File: src/rtl/serial_adder.sv
// Bit-serial adder: one full-adder slice evaluated per clock, LSB first, with a
// registered carry feedback and a start/busy/done handshake around it.
module serial_adder #(
  parameter int WIDTH = 8
) (
  input  logic             clk,
  input  logic             rst_n,
  input  logic             start,
  input  logic [WIDTH-1:0] a,
  input  logic [WIDTH-1:0] b,
  input  logic             cin,
  output logic             busy,
  output logic             done,
  output logic [WIDTH-1:0] sum,
  output logic             cout
);

  localparam int CNT_W = (WIDTH > 1) ? $clog2(WIDTH) : 1;
  localparam logic [CNT_W-1:0] LAST_BIT = CNT_W'(WIDTH - 1);

  typedef enum logic [1:0] {
    ST_IDLE = 2'd0,
    ST_RUN  = 2'd1,
    ST_DONE = 2'd2
  } state_t;

  state_t           r_state;
  state_t           w_state_nxt;
  logic [WIDTH-1:0] r_op_a;
  logic [WIDTH-1:0] r_op_b;
  logic [WIDTH-2:0] r_acc;
  logic             r_carry;
  logic [CNT_W-1:0] r_count;
  logic [WIDTH-1:0] r_sum;
  logic             r_cout;
  logic             r_busy;
  logic             r_done;
  logic             w_busy_nxt;
  logic             w_done_nxt;
  logic             w_run;
  logic             w_last;
  logic             w_accept;
  logic             w_s_bit;
  logic             w_c_out;
  logic [WIDTH-1:0] w_res;

  // Full-adder slice on the current LSBs; w_res is the finished word on the last bit.
  assign w_s_bit  = r_op_a[0] ^ r_op_b[0] ^ r_carry;
  assign w_c_out  = (r_op_a[0] & r_op_b[0]) | (r_op_a[0] & r_carry) | (r_op_b[0] & r_carry);
  assign w_res    = {w_s_bit, r_acc};
  assign w_run    = (r_state == ST_RUN);
  assign w_last   = (r_count == LAST_BIT);
  assign w_accept = (w_state_nxt == ST_RUN) && (r_state != ST_RUN);

  assign busy = r_busy;
  assign done = r_done;
  assign sum  = r_sum;
  assign cout = r_cout;

  always_ff @(posedge clk or negedge rst_n) begin
    if (!rst_n) begin
      r_state <= ST_IDLE;
    end else begin
      r_state <= w_state_nxt;
    end
  end

  always_comb begin
    w_state_nxt = r_state;
    case (r_state)
      ST_IDLE: begin
        if (start) w_state_nxt = ST_RUN;
        else       w_state_nxt = ST_IDLE;
      end
      ST_RUN: begin
        if (w_last) w_state_nxt = ST_DONE;
        else        w_state_nxt = ST_RUN;
      end
      ST_DONE: begin
        if (start) w_state_nxt = ST_RUN;
        else       w_state_nxt = ST_IDLE;
      end
      default: w_state_nxt = ST_IDLE;
    endcase
  end

  // busy/done are decoded from the next state so they can leave a flop.
  always_comb begin
    w_busy_nxt = 1'b0;
    w_done_nxt = 1'b0;
    case (w_state_nxt)
      ST_RUN:  w_busy_nxt = 1'b1;
      ST_DONE: w_done_nxt = 1'b1;
      default: begin
        w_busy_nxt = 1'b0;
        w_done_nxt = 1'b0;
      end
    endcase
  end

  always_ff @(posedge clk or negedge rst_n) begin
    if (!rst_n) begin
      r_busy <= 1'b0;
      r_done <= 1'b0;
    end else begin
      r_busy <= w_busy_nxt;
      r_done <= w_done_nxt;
    end
  end

  // Operand/carry/partial-result shifters; the counter parks at the last bit.
  always_ff @(posedge clk or negedge rst_n) begin
    if (!rst_n) begin
      r_op_a  <= {WIDTH{1'b0}};
      r_op_b  <= {WIDTH{1'b0}};
      r_acc   <= {(WIDTH-1){1'b0}};
      r_carry <= 1'b0;
      r_count <= {CNT_W{1'b0}};
    end else if (w_accept) begin
      r_op_a  <= a;
      r_op_b  <= b;
      r_acc   <= {(WIDTH-1){1'b0}};
      r_carry <= cin;
      r_count <= {CNT_W{1'b0}};
    end else if (w_run) begin
      r_op_a  <= {1'b0, r_op_a[WIDTH-1:1]};
      r_op_b  <= {1'b0, r_op_b[WIDTH-1:1]};
      r_acc   <= w_res[WIDTH-1:1];
      r_carry <= w_c_out;
      if (!w_last) r_count <= r_count + CNT_W'(1'b1);
      else         r_count <= r_count;
    end else begin
      r_count <= r_count;
    end
  end

  // Visible result changes only on the completing edge.
  always_ff @(posedge clk or negedge rst_n) begin
    if (!rst_n) begin
      r_sum  <= {WIDTH{1'b0}};
      r_cout <= 1'b0;
    end else if (w_run && w_last) begin
      r_sum  <= w_res;
      r_cout <= w_c_out;
    end else begin
      r_sum  <= r_sum;
      r_cout <= r_cout;
    end
  end

endmodule

File: config.mk
export PLATFORM = sky130hd
export DESIGN_NAME = serial_adder
export DESIGN_NICKNAME = d
export VERILOG_FILES = /design/src/rtl/serial_adder.sv
export SDC_FILE = /design/constraint.sdc
export NUM_CORES = 1
export LEC_CHECK = 0
export CAP_MARGIN = 30
export CORE_UTILIZATION = 57
export CTS_CLUSTER_DIAMETER = 40
export DETAILED_ROUTE_END_ITERATION = 10
export PLACE_DENSITY_LB_ADDON = 0.1
export SETUP_SLACK_MARGIN = 0.5
export SLEW_MARGIN = 10
export SYNTH_ARGS = -nofsm -noshare
export SYNTH_HDL_FRONTEND = slang
export SYNTH_SLANG_ARGS = --single-unit
File: constraint.sdc
create_clock -name clk -period 2.35 [get_ports clk]
set_input_delay 0.47 -clock clk [delete_from_list [all_inputs] [get_ports clk]]
set_output_delay 0.47 -clock clk [all_outputs]
set_load 0.01 [all_outputs]
==> impl_metrics.json <==
{
  "io_buffers": 30,
  "final-setup-viol-count": 0,
  "crit_cells": 1,
  "clock_latency_ns": 0.34,
  "post-cts-setup-buffers": 0,
  "antenna_found_initial": 0,
  "synthDistinctLibCells": 23,
  "regToRegEndpoint": "sum[0]",
  "routed_wl_um": 3240,
  "cp_data_required_time_ns": 1.88,
  "grt_pass1_vias": 1193,
  "fin_skew_ns": 0.00711,
  "grt_use_total_pct": 19.7,
  "cap_violations": 0,
  "path_clk_slew_ns": 0.12,
  "synthArstFlopShare_pct": 100,
  "dpl.hpwl_um": 2250,
  "synthesis.area_um2": 1980,
  "drc": 0,
  "dr.pass1.iters": 4,
  "ios": 31,
  "finalCoreUtilization_pct": 72.2,
  "clockBufferDepth": 2,
  "cp.arrival_ns": 1.25,
  "drt_iter0_markers": 56,
  "die_area_um2": 3720,
  "post-place-ws_ns": 0.550,
  "crit_end": "sum[6]",
  "critPathLaunch": "sum[6]",
  "ys_seq_elements": 40,
  "cp_max_fo": 2,
  "synth_xor_area_share_pct": 0.441,
  "grt_max_degree": 41,
  "coreArea_um2": 3340,
  "cts_max_level": 2,
  "antenna_left": 0,
  "r2r_slack_ns": 0.81,
  "setup-tns-final_ns": 0,
  "cts-buffers-inserted": 5,
  "crit_type": "reg -> out",
  "timing.rr.start": "r_count[0]",
  "syn_to_final_growth_pct": 21.4,
  "final-hold-violation-count": 0,
  "cp-start-kind": "flip-flop",
  "cts_hold_buffers": 0,
  "layout.cells.non_filler": 246,
  "num_antenna_cells": 0,
  "endpoint_kind": "output pin",
  "syn_area_per_cell_um2": 11.7,
  "drive_gt1_share_pct": 16.5,
  "initial_core_util_pct": 59.5,
  "detail_route.vias_per_cell": 5.39,
  "rows": 21,
  "die_x_um": 61.0,
  "grt-ovfl-total": 0,
  "netlist_instances": 169,
  "period_minus_slack_ns": 1.72,
  "cts_tree": "done",
  "cpPeakStageDelay_ns": 0.53,
  "fmax_mhz": 582,
  "post_cts_resized": 0,
  "gp_congestion": 0.671,
  "wl_per_cell_um": 13.2,
  "synthAdderAreaFrac_pct": 2.27,
  "outcome": "completed",
  "tightest_slew_ns": 0.484,
  "yosys_warnings": 0,
  "synth_mux_area_share_pct": 17.3,
  "synth-compound-area-share_pct": 15.3,
  "worst_slew_margin_rel_pct": 67.7,
  "via_count": 1325,
  "maxSlewViolCount": 0,
  "fp.dieH_um": 61.0,
  "ys.flop_type": "dfrtp_1",
  "yosys.area_share.simple_pct": 8.89,
  "min_path_type": "in -> async",
  "grt_pass1_wl_um": 5250,
  "fin_crit_sh_pct": 73.1,
  "grt_setup_unrepaired": "no",
  "crit_family": "buffers and inverters",
  "synth_top_family_by_area": "multiplexers",
  "synth-edff-count": 0,
  "totalPowerFinal_mw": 2.88,
  "clockRootBuffer": "clkbuf_4",
  "synth_fp_nets": 192,
  "power_density_nw_per_um2": 1200,
  "cp_cell_sequence": "clkdlybuf4s50_1",
  "worstRegToRegCells": 4,
  "timing.critical_path.buf_inv": 1,
  "clock-sinks": 40,
  "ys_seq_area_share_pct": 50.4,
  "ir_drop_uv": 549,
  "worst_slack_ns": 0.631,
  "placed_cells": 237,
  "cp_slowest_cell": "clkdlybuf4s50_1",
  "p_leak_nw": 1.05,
  "final_nets": 222
}
-- worst min path at each step --
| stage | endpoint | slack (ns) | depth (start not counted) |
|---|---|---|---|
| after floorplan | busy | 0.17 | 0 |
| after global placement | cout | 0.46 | 2 |
| after detailed placement | sum[7] | 0.48 | 2 |
| after CTS | r_acc[3] | 0.25 | 1 |
| after global routing | r_op_a[4] | 0.05 | 1 |
| final | r_op_a[6] | 0.04 | 1 |
-- state kept, by name, summed over array words and instances (netlist names) --
| name | cells |
|---|---|
| r_op_a | 8 |
| r_carry | 1 |
| sum | 8 |
| cout | 1 |
| r_count | 3 |
| done | 1 |
| r_state | 2 |
| r_op_b | 8 |
| r_acc | 7 |
| busy | 1 |
-- layout make-up --
type,instances,area [um2]
inverters,5,18.8
clock inverters,1,30.0
well taps,46,57.6
repair buffers,36,360
clock buffers,7,65.1
fillers,262,927
multi-input cells,111,877
flip-flops and latches,40,1000
-- cell usage after synthesis, types with 4 or more instances --
cell | number | share of area [%]
a211oi_1 | 15 | 5.7
mux2_4 | 4 | 3.0
buf_4 | 5 | 1.9
mux2i_1 | 16 | 8.1
mux2_2 | 11 | 6.2
a21oi_1 | 16 | 4.0
o21ai_0 | 5 | 1.3
nand2_1 | 7 | 1.3
a22o_1 | 8 | 3.5
buf_2 | 4 | 1.0
nand3_1 | 4 | 1.0
inv_1 | 5 | 0.95
nor2b_1 | 15 | 4.7
dfrtp_1 | 40 | 50
-- per-stage QoR --
| stage | hold WS [ns] | instance area (um2) |
|---|---|---|
| after floorplan | 0.174 | 1980 |
| after detailed placement | 0.481 | 2290 |
| after global routing | 0.0454 | 2410 |
| after CTS | 0.252 | 2380 |
| after global placement | 0.465 | 2290 |
| final | 0.0375 | 2410 |
-- cells by family after synthesis --
family	count (synthesis)
AO/OA/AOI/OAI	46
flip-flops	40
multiplexers	31
AND/OR/NAND/NOR	30
buffers and inverters	18
adder cells (fa/ha/maj)	3
XOR/XNOR	1
-- layer usage --
layer  share of wire, %  global-route usage, %  up-vias
met5                  0                      0        -
met2                 49                   33.4       26
li1                   -                      -      663
met3                3.4                   4.48        7
met1                 46                   23.7      629
met4                1.9                   9.74        0
-- power by group --
group / total [mW] / leakage, nW / internal, mW / switching (mW)
clock: 0.499 / 0.0515 / 0.282 / 0.217
sequential: 1.24 / 0.496 / 0.994 / 0.243
combinational: 1.15 / 0.499 / 0.670 / 0.478
total: 2.88 / 1.05 / 1.95 / 0.937
-- cells in the final DEF (no fill, tap or decap) --
| cell type | instances |
|---|---|
| clkbuf_4 | 5 |
| buf_16 | 1 |
| mux2_4 | 4 |
| a22o_1 | 8 |
| fa_1 | 1 |
| clkdlybuf4s50_1 | 29 |
| mux2_2 | 11 |
| ha_1 | 2 |
| buf_4 | 5 |
| nor2_2 | 2 |
| nand3_1 | 4 |
| o211ai_1 | 2 |
| mux2i_1 | 16 |
| nor2_1 | 1 |
| nor2b_1 | 15 |
| nand3b_4 | 1 |
| inv_1 | 5 |
| dfrtp_1 | 40 |
| nand2_1 | 7 |
| buf_2 | 1 |
| xor2_1 | 1 |
| clkbuf_8 | 2 |
| o21ai_0 | 5 |
| a21oi_1 | 16 |
| a211oi_1 | 15 |
| bufinv_16 | 1 |
Note: power is estimated with default switching activity, not from simulation.
